File: config.mk
export PLATFORM = sky130hd
export DESIGN_NAME = frsim_edge_monitor_flat
export DESIGN_NICKNAME = d
export VERILOG_FILES = /design/src/rtl/frsim_mon_pkg.sv /design/src/rtl/frsim_edge_monitor_if.sv /design/src/rtl/frsim_sync_fifo.sv /design/src/rtl/frsim_edge_monitor.sv /design/src/flat_wrapper.sv
export SDC_FILE = /design/constraint.sdc
export NUM_CORES = 1
export LEC_CHECK = 0
export ABC_AREA = 1
export CAP_MARGIN = 5
export CORE_ASPECT_RATIO = 1.4
export CORE_MARGIN = 1.5
export CORE_UTILIZATION = 45
export CTS_CLUSTER_DIAMETER = 200
export DETAILED_ROUTE_END_ITERATION = 8
export GPL_ROUTABILITY_DRIVEN = 0
export PLACE_DENSITY = 0.65
export SLEW_MARGIN = 15
export SYNTH_ARGS = -nofsm -noshare
export SYNTH_HDL_FRONTEND = slang
export SYNTH_SLANG_ARGS = --single-unit
File: constraint.sdc
create_clock -name clk -period 2 [get_ports clk]
set_input_delay 0.6 -clock clk [delete_from_list [all_inputs] [get_ports clk]]
set_output_delay 0.6 -clock clk [all_outputs]
set_load 0.005 [all_outputs]
File: src/rtl/frsim_mon_pkg.sv
// Shared definitions for FrSim edge monitors: record layout helpers.
package frsim_mon_pkg;

  // Flag bit offsets above the interval field of a record.
  localparam int unsigned REC_RISE  = 0;
  localparam int unsigned REC_FIRST = 1;

  function automatic int unsigned rec_w(input int unsigned cnt_w);
    return cnt_w + 2;
  endfunction

endpackage

File: src/rtl/frsim_edge_monitor_if.sv
// Valid/ready event stream from an edge monitor to the host bridge.
interface frsim_edge_monitor_if #(
  parameter int unsigned CNT_W = 16
) ();

  logic                                  ev_valid;
  logic                                  ev_ready;
  logic [frsim_mon_pkg::rec_w(CNT_W)-1:0] ev_data;

  modport master (output ev_valid, output ev_data, input ev_ready);
  modport slave  (input ev_valid, input ev_data, output ev_ready);

endinterface

File: src/rtl/frsim_sync_fifo.sv
// Show-ahead synchronous FIFO; read data holds the last popped entry while empty.
module frsim_sync_fifo #(
  parameter int unsigned WIDTH = 8,
  parameter int unsigned DEPTH = 4
) (
  input  logic                   clk,
  input  logic                   rst_n,
  input  logic                   push,
  input  logic [WIDTH-1:0]       wdata,
  input  logic                   pop,
  output logic [WIDTH-1:0]       rdata,
  output logic                   full,
  output logic                   empty,
  output logic [$clog2(DEPTH):0] level
);

  localparam int unsigned AW = $clog2(DEPTH);
  localparam logic [AW-1:0] PtrOne  = 1;
  localparam logic [AW:0]   LvlOne  = 1;
  localparam logic [AW:0]   LvlFull = (AW+1)'(DEPTH);

  logic [WIDTH-1:0] mem_q [DEPTH];
  logic [AW-1:0]    wr_ptr_q, rd_ptr_q;
  logic [AW:0]      level_q;
  logic [WIDTH-1:0] last_q;
  logic             push_en, pop_en;

  assign empty   = (level_q == '0);
  assign full    = (level_q == LvlFull);
  assign level   = level_q;
  assign pop_en  = pop && !empty;
  // A full FIFO still accepts a push when the head leaves in the same cycle.
  assign push_en = push && (!full || pop_en);
  assign rdata   = empty ? last_q : mem_q[rd_ptr_q];

  always_ff @(posedge clk) begin
    if (push_en) begin
      mem_q[wr_ptr_q] <= wdata;
    end
  end

  always_ff @(posedge clk or negedge rst_n) begin
    if (!rst_n) begin
      wr_ptr_q <= '0;
      rd_ptr_q <= '0;
      level_q  <= '0;
      last_q   <= '0;
    end else begin
      if (push_en) begin
        wr_ptr_q <= wr_ptr_q + PtrOne;
      end
      if (pop_en) begin
        rd_ptr_q <= rd_ptr_q + PtrOne;
        last_q   <= mem_q[rd_ptr_q];
      end
      if (push_en && !pop_en) begin
        level_q <= level_q + LvlOne;
      end else if (pop_en && !push_en) begin
        level_q <= level_q - LvlOne;
      end
    end
  end

endmodule

File: src/rtl/frsim_edge_monitor.sv
// Timestamps transitions of a toggling signal and queues {first, rising, interval} records.
module frsim_edge_monitor #(
  parameter int unsigned CNT_W = 16,
  parameter int unsigned DEPTH = 4
) (
  input  logic                    clk,
  input  logic                    rst_n,
  input  logic                    en,
  input  logic                    sig_in,
  frsim_edge_monitor_if.master    ev,
  output logic [$clog2(DEPTH):0]  level,
  output logic                    overflow,
  input  logic                    ovf_clr
);

  import frsim_mon_pkg::*;

  localparam int unsigned RW = rec_w(CNT_W);
  localparam logic [CNT_W-1:0] CntOne = 1;
  localparam logic [CNT_W-1:0] CntMax = '1;

  logic             prev_q, prev_d;
  logic             armed_q, armed_d;
  logic             first_q, first_d;
  logic [CNT_W-1:0] cnt_q, cnt_d, cnt_inc;
  logic             overflow_q, overflow_d;
  logic             edge_ev, pop, full, empty, drop;
  logic [RW-1:0]    rec;

  assign cnt_inc = (cnt_q == CntMax) ? CntMax : cnt_q + CntOne;
  assign edge_ev = armed_q && en && (sig_in != prev_q);
  assign pop     = ev.ev_valid && ev.ev_ready;
  assign drop    = edge_ev && full && !pop;

  always_comb begin
    rec                     = '0;
    rec[CNT_W-1:0]          = cnt_inc;
    rec[CNT_W + REC_RISE]   = sig_in;
    rec[CNT_W + REC_FIRST]  = first_q;
  end

  always_comb begin
    prev_d  = prev_q;
    armed_d = armed_q;
    cnt_d   = cnt_q;
    first_d = first_q;
    if (!en) begin
      armed_d = 1'b0;
      cnt_d   = '0;
    end else if (!armed_q) begin
      // Arming samples the current level so a stale prev never fakes an edge.
      prev_d  = sig_in;
      armed_d = 1'b1;
      cnt_d   = '0;
      first_d = 1'b1;
    end else if (edge_ev) begin
      prev_d  = sig_in;
      cnt_d   = '0;
      first_d = 1'b0;
    end else begin
      cnt_d   = cnt_inc;
    end
  end

  always_comb begin
    overflow_d = overflow_q;
    if (drop) begin
      overflow_d = 1'b1;
    end else if (ovf_clr) begin
      overflow_d = 1'b0;
    end
  end

  always_ff @(posedge clk or negedge rst_n) begin
    if (!rst_n) begin
      prev_q     <= 1'b0;
      armed_q    <= 1'b0;
      cnt_q      <= '0;
      first_q    <= 1'b1;
      overflow_q <= 1'b0;
    end else begin
      prev_q     <= prev_d;
      armed_q    <= armed_d;
      cnt_q      <= cnt_d;
      first_q    <= first_d;
      overflow_q <= overflow_d;
    end
  end

  frsim_sync_fifo #(
    .WIDTH (RW),
    .DEPTH (DEPTH)
  ) u_fifo (
    .clk   (clk),
    .rst_n (rst_n),
    .push  (edge_ev),
    .wdata (rec),
    .pop   (pop),
    .rdata (ev.ev_data),
    .full  (full),
    .empty (empty),
    .level (level)
  );

  assign ev.ev_valid = !empty;
  assign overflow    = overflow_q;

endmodule
File: src/flat_wrapper.sv
// flat-port wrapper written by rule: the top's interface ports become plain ports
module frsim_edge_monitor_flat import frsim_mon_pkg::*;
#(
  parameter int unsigned CNT_W = 16,
  parameter int unsigned DEPTH = 4
)
  (clk, rst_n, en, sig_in, level, overflow, ovf_clr, ev_ev_valid, ev_ev_data, ev_ev_ready);
  frsim_edge_monitor_if #(.CNT_W(CNT_W)) ev_i ();
  input  logic clk;
  input  logic rst_n;
  input  logic en;
  input  logic sig_in;
  output logic [$clog2(DEPTH):0] level;
  output logic overflow;
  input  logic ovf_clr;
  output wire logic [$bits(ev_i.ev_valid)-1:0] ev_ev_valid;
  output wire logic [$bits(ev_i.ev_data)-1:0] ev_ev_data;
  input wire logic [$bits(ev_i.ev_ready)-1:0] ev_ev_ready;
  assign ev_ev_valid = ev_i.ev_valid;
  assign ev_ev_data = ev_i.ev_data;
  assign ev_i.ev_ready = ev_ev_ready;
  frsim_edge_monitor #(.CNT_W(CNT_W), .DEPTH(DEPTH)) u_core (.clk(clk), .rst_n(rst_n), .en(en), .sig_in(sig_in), .ev(ev_i), .level(level), .overflow(overflow), .ovf_clr(ovf_clr));
endmodule
==> results of run 1 <==
cell usage in the layout, fill, tap and decap left out, types with 18 or more instances in the layout:
cell,netlist,routed
dfrtp_1,44,43
buf_2,6,19
nand2_1,74,72
edfxtp_1,72,72
nor2_1,66,48
o22a_1,18,18
inv_1,45,43
o21ai_1,5,39
buf_4,4,33
o21ai_0,77,27
clkbuf_16,0,18
worst reg2reg max path: cells and delay by family, from the launching register on:
| kind | cells | cell delay (ns) |
|---|---|---|
| and+or+nand+nor | 3 | 0.33 |
| muxes | 1 | 0.27 |
| buffers and inverters | 3 | 0.23 |
| DFF | 1 | 0.39 |
| adders and majority gates | 2 | 0.60 |
routing by layer:
| layer | vias to the layer above | global-route usage (%) | share of wire, % |
|---|---|---|---|
| met5 | - | 0 | 0 |
| met4 | 0 | 9.18 | 1.4 |
| met3 | 10 | 4.67 | 4.0 |
| met2 | 89 | 34.2 | 54 |
| met1 | 1759 | 23.0 | 40 |
| li1 | 1777 | - | - |
per-stage QoR:
stage | hold slack, ns | instances | setup WS, ns | total power (uW)
finish | 0.164 | 712 | -0.323 | 9140
global route | 0.184 | 712 | -0.409 | 9650
CTS | 0.165 | 708 | -0.327 | 8970
detailed placement | 0.473 | 663 | -0.662 | 6050
global placement | 0.456 | 663 | -0.604 | 5960
floorplan | 0.304 | 475 | -0.137 | 4580
synthesized netlist by cell type (5+ instances only):
cell	number
edfxtp_1	72
xor2_1	7
dfrtp_1	44
nand3_2	5
ha_1	6
clkbuf_1	6
nor2_1	66
nand3_1	12
o21ai_1	5
inv_1	45
buf_2	6
o21ai_0	77
nand2_1	74
o22a_1	18
a21oi_1	5
cell families (layout without fill, tap and decap cells):
family	after synthesis	count (layout)	share of synthesized area, %
xor+xnor	11	11	1.89
compound gates	106	106	11.8
buf+inv	67	163	5.56
fa+ha+maj	7	7	1.87
simple gates	166	166	14.0
flops	117	117	64.7
mux	1	1	0.221
sequential cells by signal (all words and copies together) (netlist names):
signal,count
u_core.u_fifo.last_q,18
u_core.u_fifo.rd_ptr_q,2
u_core.first_q,1
u_core.u_fifo.mem_q,72
u_core.prev_q,1
u_core.cnt_q,16
u_core.overflow,1
u_core.armed_q,1
u_core.u_fifo.level,3
u_core.u_fifo.wr_ptr_q,2
power groups by stage:
| stage | sequential (uW) | combinational (uW) | clock [uW] |
|---|---|---|---|
| floorplan | 3090 | 1480 | 0 |
| global placement | 3100 | 2850 | 0 |
| detailed placement | 3120 | 2930 | 0 |
| CTS | 3100 | 3290 | 2580 |
| global route | 3150 | 3820 | 2680 |
| finish | 3110 | 3480 | 2550 |
repair_timing:
| item | in CTS | in global routing |
|---|---|---|
| hold buffers | 0 | 0 |
| gates cloned | 4 | 1 |
| setup endpoints to repair | 21 | 22 |
| resized for setup | 157 | 42 |
| setup buffers | 9 | 4 |
| pin swaps | 34 | 34 |
final timing paths:
check / start / to / slack (ns)
setup / recovery: u_core.u_fifo.rd_ptr_q[0] / ev_ev_data[1] / -0.32
hold / removal: rst_n / u_core.u_fifo.last_q[9] / 0.16
setup reg to reg: u_core.u_fifo.level[1] / u_core.u_fifo.level[1] / 0.05
hold reg to reg: u_core.u_fifo.last_q[6] / u_core.u_fifo.last_q[6] / 0.48
max in group asynchronous: rst_n / u_core.first_q / 1.23
min in group clk: u_core.u_fifo.last_q[6] / u_core.u_fifo.last_q[6] / 0.48
area by class of cell:
cell class	count	area [um2]
clock buffer	24	462
clock inverter	8	36.3
fill	878	4330
inverter	49	189
multi-input combinational	291	1660
sequential	117	3290
tap	141	176
timing repair buffer	82	772
==> impl_metrics.tcl, run 1 <==
set metrics [dict create \
    cp.required_ns 1.40 \
    synth_area_mm2 0.00509 \
    skew_ns 0.00863 \
    clkSlewWorstSetupHoldPaths_ns 0.05 \
    crit_path_max_fanout 6 \
    ys_seq_area_share_pct 64.7 \
    place_area_mm2 0.00581 \
    yosysTopAreaCell "edfxtp_1" \
    insertion_delay_ns 0.40 \
    yosys_warnings 0 \
    ir_drop_mv 0.532 \
    die_w_um 92.9 \
    drt_iter0_drc 164 \
    rr_worst_depth 9 \
    drt.antenna.violating_nets 0 \
    async_flop_share_pct 38.5 \
    fp.dieH_um 129 \
    rsz0062_at_grt "yes" \
    grt_max_degree 38 \
    cts_tree "built" \
    wirelength_um 11000 \
    cp_top_family "flip-flops" \
    area_growth_pct 29.5 \
    tns_ns -4.80 \
    worst-setup-path-type "flop to output pin" \
    routedWlPerCell_um 15.4 \
    first_global_vias 3593 \
    synth_cells 475 \
    power_switching_uw 2890 \
    synth_area_per_cell_um2 10.7 \
    synthFlopType "edfxtp_1" \
    synth_cell_types 30 \
    holdCritPathClass "input pin to async pin" \
    via_per_inst 5.11 \
    relSlewSlack_pct 66.0 \
    worst-path-stages 6 \
    run_status "complete, but fails checks" \
    worstPathBufferInverterCount 3 \
    io_buffers 28 \
    drc_errors 0 \
    combPwrFrac_pct 38.1 \
    grt_pass1_wl_um 17700 \
    crit_arrival_ns 1.72 \
    violations "setup timing" \
    coreArea_mm2 0.0109 \
    timing.final.max_slew_violations 0 \
    num_rows 45 \
    cp-end-kind "output pin" \
    drive_above_1_share_pct 27.1 \
    setup_violations 18 \
    cts_root_buf "clkbuf_16" \
    cts_buffers 17 \
    worst_pin_slew_ns 0.510 \
    synth_edf_count 72 \
    post-route-util_pct 60.3 \
    grtUsageTotal_pct 19.7 \
    initial_core_util_pct 46.6 \
    vias 3635 \
    fin_ws_ns -0.323 \
    io-pin-count 29 \
    cts_max_level 4 \
    critPathSlowestCell "dfrtp_2" \
    synth_top_area_share_pct 42.5 \
    fin_area_mm2 0.00659 \
    synthesis.nets 488 \
    hold_violations 0 \
    cp-start-kind "flop" \
    hpwl_um 6730 \
    clockBufferDepth 2 \
    nets 571 \
    cap_viol_max_count 0 \
    cts_sinks 117 \
    antenna_found_initial 0 \
    p_sw_share_pct 31.6 \
    p_seq_share_pct 34.0 \
    internal_power_uw 6250 \
    insertedDiodeCount 0 \
    synth.area.top_cells "edfxtp_1 (42%), dfrtp_1 (22%), o21ai_0 (7.6%), nand2_1 (5.5%), nor2_1 (4.9%)" \
    fin_crit_sh_pct 116 \
    leakage_uw 0.00283 \
    ys_seq_elements 117 \
    globalRoute.totalOverflow 0 \
    p_per_area_mw_per_mm2 1390 \
    first_pass_iters 4 \
    clockPowerShare_pct 27.9 \
    die_area_mm2 0.0120 \
    finalCriticalPeriod_ns 2.32 \
    worst_path_largest_cell_delay_ns 0.45 \
    max_freq_mhz 430 \
    cp_cell_sequence "buf_6, buf_8, o21ai_2, o22a_1, o21ai_1, buf_2" \
]
(Power assumes the default switching activity.)
==> run 2, diff against run 1 <==
Settings changed: HOLD_SLACK_MARGIN set to 0.03, SKIP_LAST_GASP set to 1.
==> impl_metrics.tcl, run 2 (same netlist as run 1, synthesis figures left out) <==
set metrics [dict create \
    layout_common_cells "nand2_1 (72), edfxtp_1 (72), nor2_1 (51)" \
    place_area_mm2 0.00581 \
    die_area_mm2 0.0120 \
    cts_max_level 4 \
    p_sw_share_pct 31.7 \
    fin_ws_ns -0.331 \
    drt.antenna.violating_nets 0 \
    hpwl_um 6730 \
    run_status "complete, but fails checks" \
    timing.final.max_slew_violations 0 \
    crit_path_max_fanout 6 \
    area_growth_pct 29.7 \
    cp.required_ns 1.40 \
    clockPowerShare_pct 27.8 \
    globalRoute.totalOverflow 0 \
    drt_iter0_drc 159 \
    p_per_area_mw_per_mm2 1390 \
    cp-start-kind "flop" \
    power_switching_uw 2900 \
    hold_violations 0 \
    wirelength_um 10900 \
    finalCriticalPeriod_ns 2.33 \
    initial_core_util_pct 46.6 \
    worst_pin_slew_ns 0.516 \
    clockBufferDepth 2 \
    whs_ns 0.165 \
    crit_arrival_ns 1.73 \
    violations "setup timing" \
    ir_drop_mv 0.535 \
    via_per_inst 5.06 \
    skew_ns 0.00784 \
    fin_area_mm2 0.00660 \
    drc_errors 0 \
    reg_top3 "u_core.u_fifo.mem_q: 72 flops, u_core.u_fifo.last_q: 18 flops, u_core.cnt_q: 16 flops" \
    vias 3603 \
    critPathSlowestCell "dfrtp_2" \
    worst-setup-path-type "flop to output pin" \
    worstPathBufferInverterCount 3 \
    first_global_vias 3595 \
    nets 571 \
    max_freq_mhz 429 \
    p_seq_share_pct 34.0 \
    antenna_found_initial 0 \
    cp_top_family "flip-flops" \
    coreArea_mm2 0.0109 \
    relSlewSlack_pct 65.6 \
    postCtsHoldBufs 0 \
    combPwrFrac_pct 38.2 \
    drive_above_1_share_pct 26.6 \
    first_pass_iters 5 \
    clkSlewWorstSetupHoldPaths_ns 0.05 \
    grt_max_degree 38 \
    cp_cell_sequence "buf_6, buf_8, o21ai_2, o22a_1, o21ai_1, buf_2" \
    cts_sinks 117 \
    fillCellCount 876 \
    fin_crit_sh_pct 117 \
    fp.dieH_um 129 \
    insertion_delay_ns 0.41 \
    io-pin-count 29 \
    insertedDiodeCount 0 \
    holdCritPathClass "input pin to async pin" \
    setup_violations 18 \
    post-route-util_pct 60.4 \
    worst_path_largest_cell_delay_ns 0.46 \
    cap_viol_max_count 0 \
    largest_reg_flops 72 \
    regMostFlops "u_core.u_fifo.mem_q" \
    rsz0062_at_grt "yes" \
    cts_root_buf "clkbuf_16" \
    io_buffers 28 \
    cts_tree "built" \
    grt_pass1_wl_um 17800 \
    grtUsageTotal_pct 19.8 \
    die_w_um 92.9 \
    internal_power_uw 6260 \
    routedWlPerCell_um 15.3 \
    cp-end-kind "output pin" \
    leakage_uw 0.00285 \
    num_rows 45 \
    cts_buffers 17 \
]
[run 2: changes by cell type in the layout (fill, tap and decap cells not counted)]
cell,previous run,this run
dlygate4sd2_1,2,1
nor2_1,48,51
nor2_2,12,8
buf_4,33,34
nor2_4,9,10
buf_2,19,18
dlymetal6s2s_1,3,5
o21ai_2,16,17
o21ai_1,39,38
buf_6,9,8
[run 2: power groups by stage]
| stage | Sequential [uW] | Clock [uW] | Combinational (uW) |
|---|---|---|---|
| final | 3110 | 2550 | 3500 |
| after global routing | 3150 | 2680 | 3840 |
| after CTS | 3100 | 2580 | 3290 |
| after detailed placement | 3120 | 0 | 2930 |
| after global placement | 3100 | 0 | 2850 |
| after floorplan | 3090 | 0 | 1480 |
[run 2: layout make-up]
type                            instances  area (um2)  share of cell area [%]
Clock buffer                           24         462                    7.00
Clock inverter                          8        36.3                   0.550
Inverter                               49         189                    2.86
Multi-Input combinational cell        291        1660                    25.2
Sequential cell                       117        3290                    49.9
Tap cell                              141         176                    2.67
Timing Repair Buffer                   82         779                    11.8
[run 2: through the flow]
step,total power (uW),TNS [ns],cells,setup slack (ns)
2_1_floorplan,4580,-9.97,475,-0.137
3_5_place_dp,6050,-27.94,663,-0.662
6_report,9160,-4.93,712,-0.331
5_1_grt,9670,-6.31,712,-0.412
3_3_place_gp,5960,-26.44,663,-0.604
4_1_cts,8970,-5.28,708,-0.327
[run 2: worst paths after layout]
path / start / end / slack [ns] / cells past startpoint
max in group asynchronous: rst_n / u_core.first_q / 1.22 / 2
setup / recovery: u_core.u_fifo.rd_ptr_q[0] / ev_ev_data[1] / -0.33 / 6
setup reg to reg: u_core.u_fifo.level[1] / u_core.u_fifo.level[1] / 0.05 / 9
hold reg to reg: u_core.u_fifo.last_q[6] / u_core.u_fifo.last_q[6] / 0.48 / 2
hold / removal: rst_n / u_core.u_fifo.last_q[9] / 0.17 / 1
min in group clk: u_core.u_fifo.last_q[6] / u_core.u_fifo.last_q[6] / 0.48 / 2
[run 2: repair_timing]
action / in CTS / in global routing
buffers inserted: 9 / 4
setup endpoints to repair: 21 / 24
gates cloned: 4 / 1
resized for setup: 149 / 45
pin swaps: 34 / 33
[run 2: routing by layer]
layer  GRT usage [%]  vias up  routed length, um
li1                -     1773                  -
met1            23.0     1745               4510
met2            34.3       74               5880
met3            4.67       11                388
met4            9.18        0                144
met5               0        -                  0
==> run 3, diff against run 2 <==
Settings changed: CAP_MARGIN 5 to 20.
==> results of run 3 <==
The final DEF is identical to that of run 2; final timing and power are the same.
